[src/rtl/pc_sequencer.sv]
// Fetch/decode/execute sequencer that owns the program counter and drives the instruction-memory port.
// Optional build macro PC_WRAP_TRAP_EN: a sequential PC wrap traps into HALT and sets a sticky wrap_err.
//
// state    | meaning
// ---------+-------------------------------------------------------------
// S_IDLE   | after reset, waiting for start (or halt_req) to begin
// S_FETCH  | imem_req held with imem_addr=pc until imem_ack
// S_DECODE | instr_valid pulse, instr holds the fetched word
// S_EXEC   | waiting for exec_done, then pc advances or branches
// S_HALT   | stopped at an instruction boundary, waiting for start
module pc_sequencer #(
  parameter int ADDR_W    = 6,
  parameter int INSTR_W   = 32,
  parameter int RESET_VEC = 0
) (
  input  logic               i_clk,
  input  logic               i_rst_n,
  input  logic               i_start,
  output logic               o_imem_req,
  output logic [ADDR_W-1:0]  o_imem_addr,
  input  logic               i_imem_ack,
  input  logic [INSTR_W-1:0] i_imem_rdata,
  output logic [INSTR_W-1:0] o_instr,
  output logic               o_instr_valid,
  input  logic               i_exec_done,
  input  logic               i_branch_taken,
  input  logic [ADDR_W-1:0]  i_branch_target,
  input  logic               i_halt_req,
  output logic [ADDR_W-1:0]  o_pc,
  output logic [2:0]         o_state,
  output logic               o_halted,
  output logic               o_wrap_err
);

  typedef enum logic [2:0] {
    S_IDLE   = 3'd0,
    S_FETCH  = 3'd1,
    S_DECODE = 3'd2,
    S_EXEC   = 3'd3,
    S_HALT   = 3'd4
  } state_t;

  localparam logic [ADDR_W-1:0] C_RESET_PC = ADDR_W'(RESET_VEC);

  state_t               r_state;
  logic [ADDR_W-1:0]    r_pc;
  logic [INSTR_W-1:0]   r_instr;
  logic                 r_imem_req;
  logic                 r_instr_valid;
  logic                 r_halted;
  logic                 r_halt_pending;
  logic [ADDR_W-1:0]    w_pc_next;
  logic                 w_trap;

  assign w_pc_next = i_branch_taken ? i_branch_target : r_pc + ADDR_W'(1);

`ifdef PC_WRAP_TRAP_EN
  localparam logic [ADDR_W-1:0] C_PC_MAX = '1;
  logic w_wrap;
  logic r_wrap_err;

  // Only a sequential increment out of the top address counts; a branch to 0 does not.
  assign w_wrap = (r_state == S_EXEC) && i_exec_done && !i_branch_taken && (r_pc == C_PC_MAX);
  assign w_trap = w_wrap;

  always_ff @(posedge i_clk or negedge i_rst_n) begin
    if (!i_rst_n) begin
      r_wrap_err <= 1'b0;
    end else if (w_wrap) begin
      r_wrap_err <= 1'b1;
    end
  end

  assign o_wrap_err = r_wrap_err;
`else
  assign w_trap     = 1'b0;
  assign o_wrap_err = 1'b0;
`endif

  always_ff @(posedge i_clk or negedge i_rst_n) begin
    if (!i_rst_n) begin
      r_state        <= S_IDLE;
      r_pc           <= C_RESET_PC;
      r_instr        <= '0;
      r_imem_req     <= 1'b0;
      r_instr_valid  <= 1'b0;
      r_halted       <= 1'b0;
      r_halt_pending <= 1'b0;
    end else begin
      r_instr_valid <= 1'b0;
      case (r_state)
        S_IDLE: begin
          if (i_start) begin
            r_state    <= S_FETCH;
            r_imem_req <= 1'b1;
          end else if (i_halt_req) begin
            r_state  <= S_HALT;
            r_halted <= 1'b1;
          end
        end
        S_FETCH: begin
          if (i_halt_req) r_halt_pending <= 1'b1;
          if (i_imem_ack) begin
            r_instr       <= i_imem_rdata;
            r_imem_req    <= 1'b0;
            r_instr_valid <= 1'b1;
            r_state       <= S_DECODE;
          end
        end
        S_DECODE: begin
          if (i_halt_req) r_halt_pending <= 1'b1;
          r_state <= S_EXEC;
        end
        S_EXEC: begin
          if (i_exec_done) begin
            r_pc <= w_pc_next;
            // Halt is taken only here, so an instruction is never cut short.
            if (r_halt_pending || i_halt_req || w_trap) begin
              r_state        <= S_HALT;
              r_halted       <= 1'b1;
              r_halt_pending <= 1'b0;
            end else begin
              r_state    <= S_FETCH;
              r_imem_req <= 1'b1;
            end
          end else if (i_halt_req) begin
            r_halt_pending <= 1'b1;
          end
        end
        S_HALT: begin
          if (i_start && !i_halt_req) begin
            r_state    <= S_FETCH;
            r_imem_req <= 1'b1;
            r_halted   <= 1'b0;
          end
        end
        default: begin
          r_state        <= S_IDLE;
          r_imem_req     <= 1'b0;
          r_halted       <= 1'b0;
          r_halt_pending <= 1'b0;
        end
      endcase
    end
  end

  assign o_imem_req    = r_imem_req;
  assign o_imem_addr   = r_pc;
  assign o_pc          = r_pc;
  assign o_instr       = r_instr;
  assign o_instr_valid = r_instr_valid;
  assign o_state       = r_state;
  assign o_halted      = r_halted;

endmodule
[config.mk]
export PLATFORM = sky130hd
export DESIGN_NAME = pc_sequencer
export DESIGN_NICKNAME = d
export VERILOG_FILES = /design/src/rtl/pc_sequencer.sv
export SDC_FILE = /design/constraint.sdc
export NUM_CORES = 1
export LEC_CHECK = 0
export BUFFER_PORTS_ARGS = -buffer_cell sky130_fd_sc_hd__buf_2
export CORE_ASPECT_RATIO = 0.75
export CORE_MARGIN = 10
export CORE_UTILIZATION = 46
export DETAILED_ROUTE_END_ITERATION = 16
export PLACE_DENSITY = 0.79
export RECOVER_POWER = 25
export SLEW_MARGIN = 20
export SYNTH_ARGS = -nofsm -noshare
export SYNTH_HDL_FRONTEND = slang
export SYNTH_SLANG_ARGS = --single-unit
[constraint.sdc]
create_clock -name i_clk -period 2.2 [get_ports i_clk]
set_clock_uncertainty 0.1 [all_clocks]
set_input_delay 0.11 -clock i_clk [delete_from_list [all_inputs] [get_ports i_clk]]
set_output_delay 0.11 -clock i_clk [all_outputs]
set_load 0.01 [all_outputs]
==> qor_table.md <==
| Group | Quantity | Reported |
| --- | --- | --- |
| synth | Complex-gate fraction of the synthesized area | 8.48% |
| clocking | Inserted Clock Buffers | 5 |
| power | Power share of the sequential group | 37.9% |
| floorplan | # IOs | 96 |
| place | Setup slack at placement | 0.343 ns |
| timing | Worst-case setup margin in the final layout | 0.309 ns |
| timing | Worst Max-Slew Pin Slew | 1.26 ns |
| setup path | FF-to-FF Start | o_state[0] |
| timing | Final number of max-transition violations | 0 |
| grt | Number of global-route vias before repair | 1810 |
| power | Power density over the cells | 1340 nW/um^2 |
| setup path | Critical path data required time | 2.28 ns |
| floorplan | Placement Rows | 21 |
| route | Aggregate routed wire length | 5720 um |
| place | Placed cell count | 300 |
| grt | Overall Global Routing Usage | 14.4% |
| setup path | Cell depth of the worst flop-to-flop path | 3 |
| setup path | Endpoint class of the critical path | flop |
| power | Part of the power in the clock network | 15.2% |
| synth | Synthesized-area fraction occupied by and/or/nand/nor cells | 9.31% |
| floorplan | Overall die width | 98.2 um |
| synth | Share of cell area taken by muxes after synthesis | 21.2% |
| synth | Post-Synthesis Mean Instance Area | 13.1 sq um |
| route | Number of vias per cell | 4.89 |
| floorplan | Die Y | 78.6 um |
| timing | Setup total negative slack | 0 ns |
| setup path | End point of the critical path | o_instr[0] |
| route | Routed wire per std cell | 16.7 um |
| clocking | Clock tree from TritonCTS | yes |
| synth | Post-synthesis adder-cell area fraction | 0.593% |
| finish | Layout Utilization | 67.4% |
| finish | Antenna cell count | 0 |
| finish | Cell Count, Final, Fillers Out | 342 |
| finish | Fraction of layout instances using a drive strength above 1 | 49.1% |
| finish | Net total in the final layout | 330 |
| finish | Layout-stage area growth over the synthesis result | 41.8% |
| timing | Worst relative slew slack | 16.1% |
| floorplan | Starting utilization of the core area | 47.5% |
| power | Pint | 2.57 mW |
| grt | Pin count of the biggest net entering global routing | 34 |
| setup path | Reg-to-reg endpoint | o_instr[0] |
| setup path | Max Fanout on Critical Path | 33 |
| grt | Antenna violations before repair | 0 |
| synth | Total of warnings raised by yosys | 0 |
| synth | Instance count of the mapped netlist | 161 |
| power | Fraction of power spent switching nets | 35.9% |
| setup path | Kind of critical path | reg -> reg |
| power | Share of power burned in combinational logic | 46.9% |
| route | Vias post-DR | 1673 |
| timing | Final clock period utilization by the worst path | 86.0% |
| timing | Final Hold Vio Count | 0 |
| timing | Post-layout minimum cycle time | 1.89 ns |
| synth | Synthesized netlist net count | 207 |
| power | Static power due to leakage | 1.45 nW |
| power | Switching power summed over all nets | 1.44 mW |
| run status | Run status | complete, no violations |
| clocking | Reg clk slew, reported paths | 0.09 ns |
| place | Routability cong. | 0.759 |
| route | Number of nets with antenna violations after routing | 0 |
| clocking | Clock latency of the later-clocked register in the worst-skew pair | 0.29 ns |
| grt | First-pass GRT wire length | 9180 um |
| route | Drt initial violations | 63 |
| clocking | Root buf cell | clkbuf_8 |
| synth | Ys flop type | dfrtp_1 |
| route | Total DRC errors in the routed layout | 0 |
| place | Half-perimeter wire length of the detailed placement result | 3910 um |
| place | IO buf count | 94 |
| grt | Overflow after GRT | 0 |
| synth | Yosys cell types | 38 |
| setup path | Critical path startpoint | o_state[0] |
| synth | XOR/XNOR share of the synthesized area | 0% |
| floorplan | Die Footprint | 7720 sq um |
| synth | Part of the Yosys area used for sequential elements | 53.4% |
| synth | Count of state elements after synthesis | 45 |
| synth | Number of flops mapped to enable cells by yosys | 0 |
| timing | Final setup violation count | 0 |
| route | Initial DRT Pass Iterations | 4 |
| synth | Async set-reset flop share out of synthesis | 100% |
| clocking | Maximum buffer depth of the clock tree | 2 |
| clocking | Clock Sink Count | 45 |
| hold path | Type of the worst min-delay path | in -> reg |
| job | Max-cap violation count | 0 |
| setup path | Critical path data arrival time | 1.97 ns |
| setup path | Worst setup SP type | flop |
| clocking | Number of levels in the clock H-tree | 2 |
| power | Peak ir drop on the vdd network | 0.783 mV |
| floorplan | Core area | 4440 sq um |
| synth | Combinational family with the most area after synthesis | multiplexers |
| clocking | Number of post-CTS setup repair buffers | 0 |
| setup path | Register-to-register path setup slack | 0.31 ns |
| timing | Achievable clock frequency | 0.529 GHz |
| timing | Setup repair after global routing missed its margin | no |
| synth | Summed instance area of the synthesized netlist | 2110 sq um |
## Yosys cell counts, types with 2 or more instances
master     n  area [sq um]
dfrtp_1   45          1130
mux2_2    18           203
mux2_4    15           225
nor2_1     8          30.0
o21ai_0    8          40.0
a21oi_1    7          35.0
buf_4      7          52.6
buf_6      6          67.6
nand2_1    6          22.5
nand3_1    4          20.0
and3_1     3          18.8
inv_1      3          11.3
a22oi_1    2          15.0
clkbuf_1   2          7.51
mux2i_1    2          20.0
nand3b_1   2          15.0
nor2b_1    2          12.5
## state kept, by name, indices dropped and copies added, names as in the netlist
signal / cells
o_instr_valid: 1
o_imem_addr: 6
o_halted: 1
o_imem_req: 1
o_state: 3
r_halt_pending: 1
o_instr: 32
## worst min path at each step
stage                       start        endpoint  slack [ns]  depth (start not counted)
6_report       i_branch_target[0]  o_imem_addr[0]        0.02                          3
5_1_grt        i_branch_target[0]  o_imem_addr[0]       0.008                          3
4_1_cts        i_branch_target[0]  o_imem_addr[0]        0.01                          3
3_5_place_dp              i_rst_n     o_instr[12]       -0.19                          1
3_3_place_gp              i_rst_n     o_instr[12]       -0.19                          1
2_1_floorplan             i_rst_n        o_halted       -0.29                          0
## cell families after synthesis
family	after synthesis
AOI/OAI and AO/OA	26
adders and majority gates	1
buffers and inverters	19
DFF	45
muxes	35
other	1
and+or+nand+nor	34
## worst max-delay path: stages, from the launching register on
cell     delay, ns
dfrtp_1       0.52
nor2b_4       0.23
and2_4        0.49
mux2_2        0.40
## power by group through the flow
| stage | registers (mW) | logic (mW) | clock network, mW |
|---|---|---|---|
| CTS | 1.51 | 1.90 | 0.627 |
| global route | 1.58 | 2.04 | 0.666 |
| detailed placement | 1.52 | 1.84 | 0 |
| finish | 1.52 | 1.88 | 0.609 |
| floorplan | 1.68 | 1.10 | 0 |
| global placement | 1.50 | 1.81 | 0 |
## what timing repair did
action                                 4_1_cts  5_1_grt
hold buffers                                34        0
gates resized for setup                      0        0
endpoints found under the hold margin       78        0
## cell type report
class                      instances  area, sq um
clock inverter                     2         38.8
fill                             323         1450
multi-input combinational         97          840
clock buffer                       6         72.6
sequential                        45         1130
tap                               57         71.3
timing repair buffer             132          832
inverter                           3         11.3
## layer usage
metal  global-route usage, %  routed length [um]  vias to the layer above
met5                       0                   0                        -
li1                        -                   -                      806
met1                    18.9                2790                      792
met3                    5.42                 429                        4
met2                    22.0                2470                       71
met4                    3.43                  29                        0
## per-stage QoR
| step | hold slack (ns) | total power, mW | area [sq um] |
|---|---|---|---|
| floorplan | -0.286 | 2.78 | 2110 |
| global placement | -0.193 | 3.31 | 2550 |
| detailed placement | -0.194 | 3.36 | 2550 |
| CTS | 0.0110 | 4.04 | 3000 |
| global route | 0.00850 | 4.28 | 2990 |
| finish | 0.0179 | 4.01 | 2990 |
## cells in the final DEF (no fill, tap or decap), types with 2 or more instances in the layout
cell type	synthesis	final
dfrtp_1	45	45
and3_1	3	3
nand3_1	4	4
o21ai_0	8	8
nand2_1	6	6
a21oi_1	7	7
a22oi_1	2	2
inv_1	3	3
clkbuf_8	0	5
buf_2	1	93
dlygate4sd3_1	0	34
nand3b_1	2	2
mux2i_1	2	2
mux2_2	18	18
clkbuf_1	2	4
mux2_4	15	15
nor2_1	8	8
buf_4	7	2
nor2b_1	2	2
No activity file was read; power rests on OpenSTA's default activity.
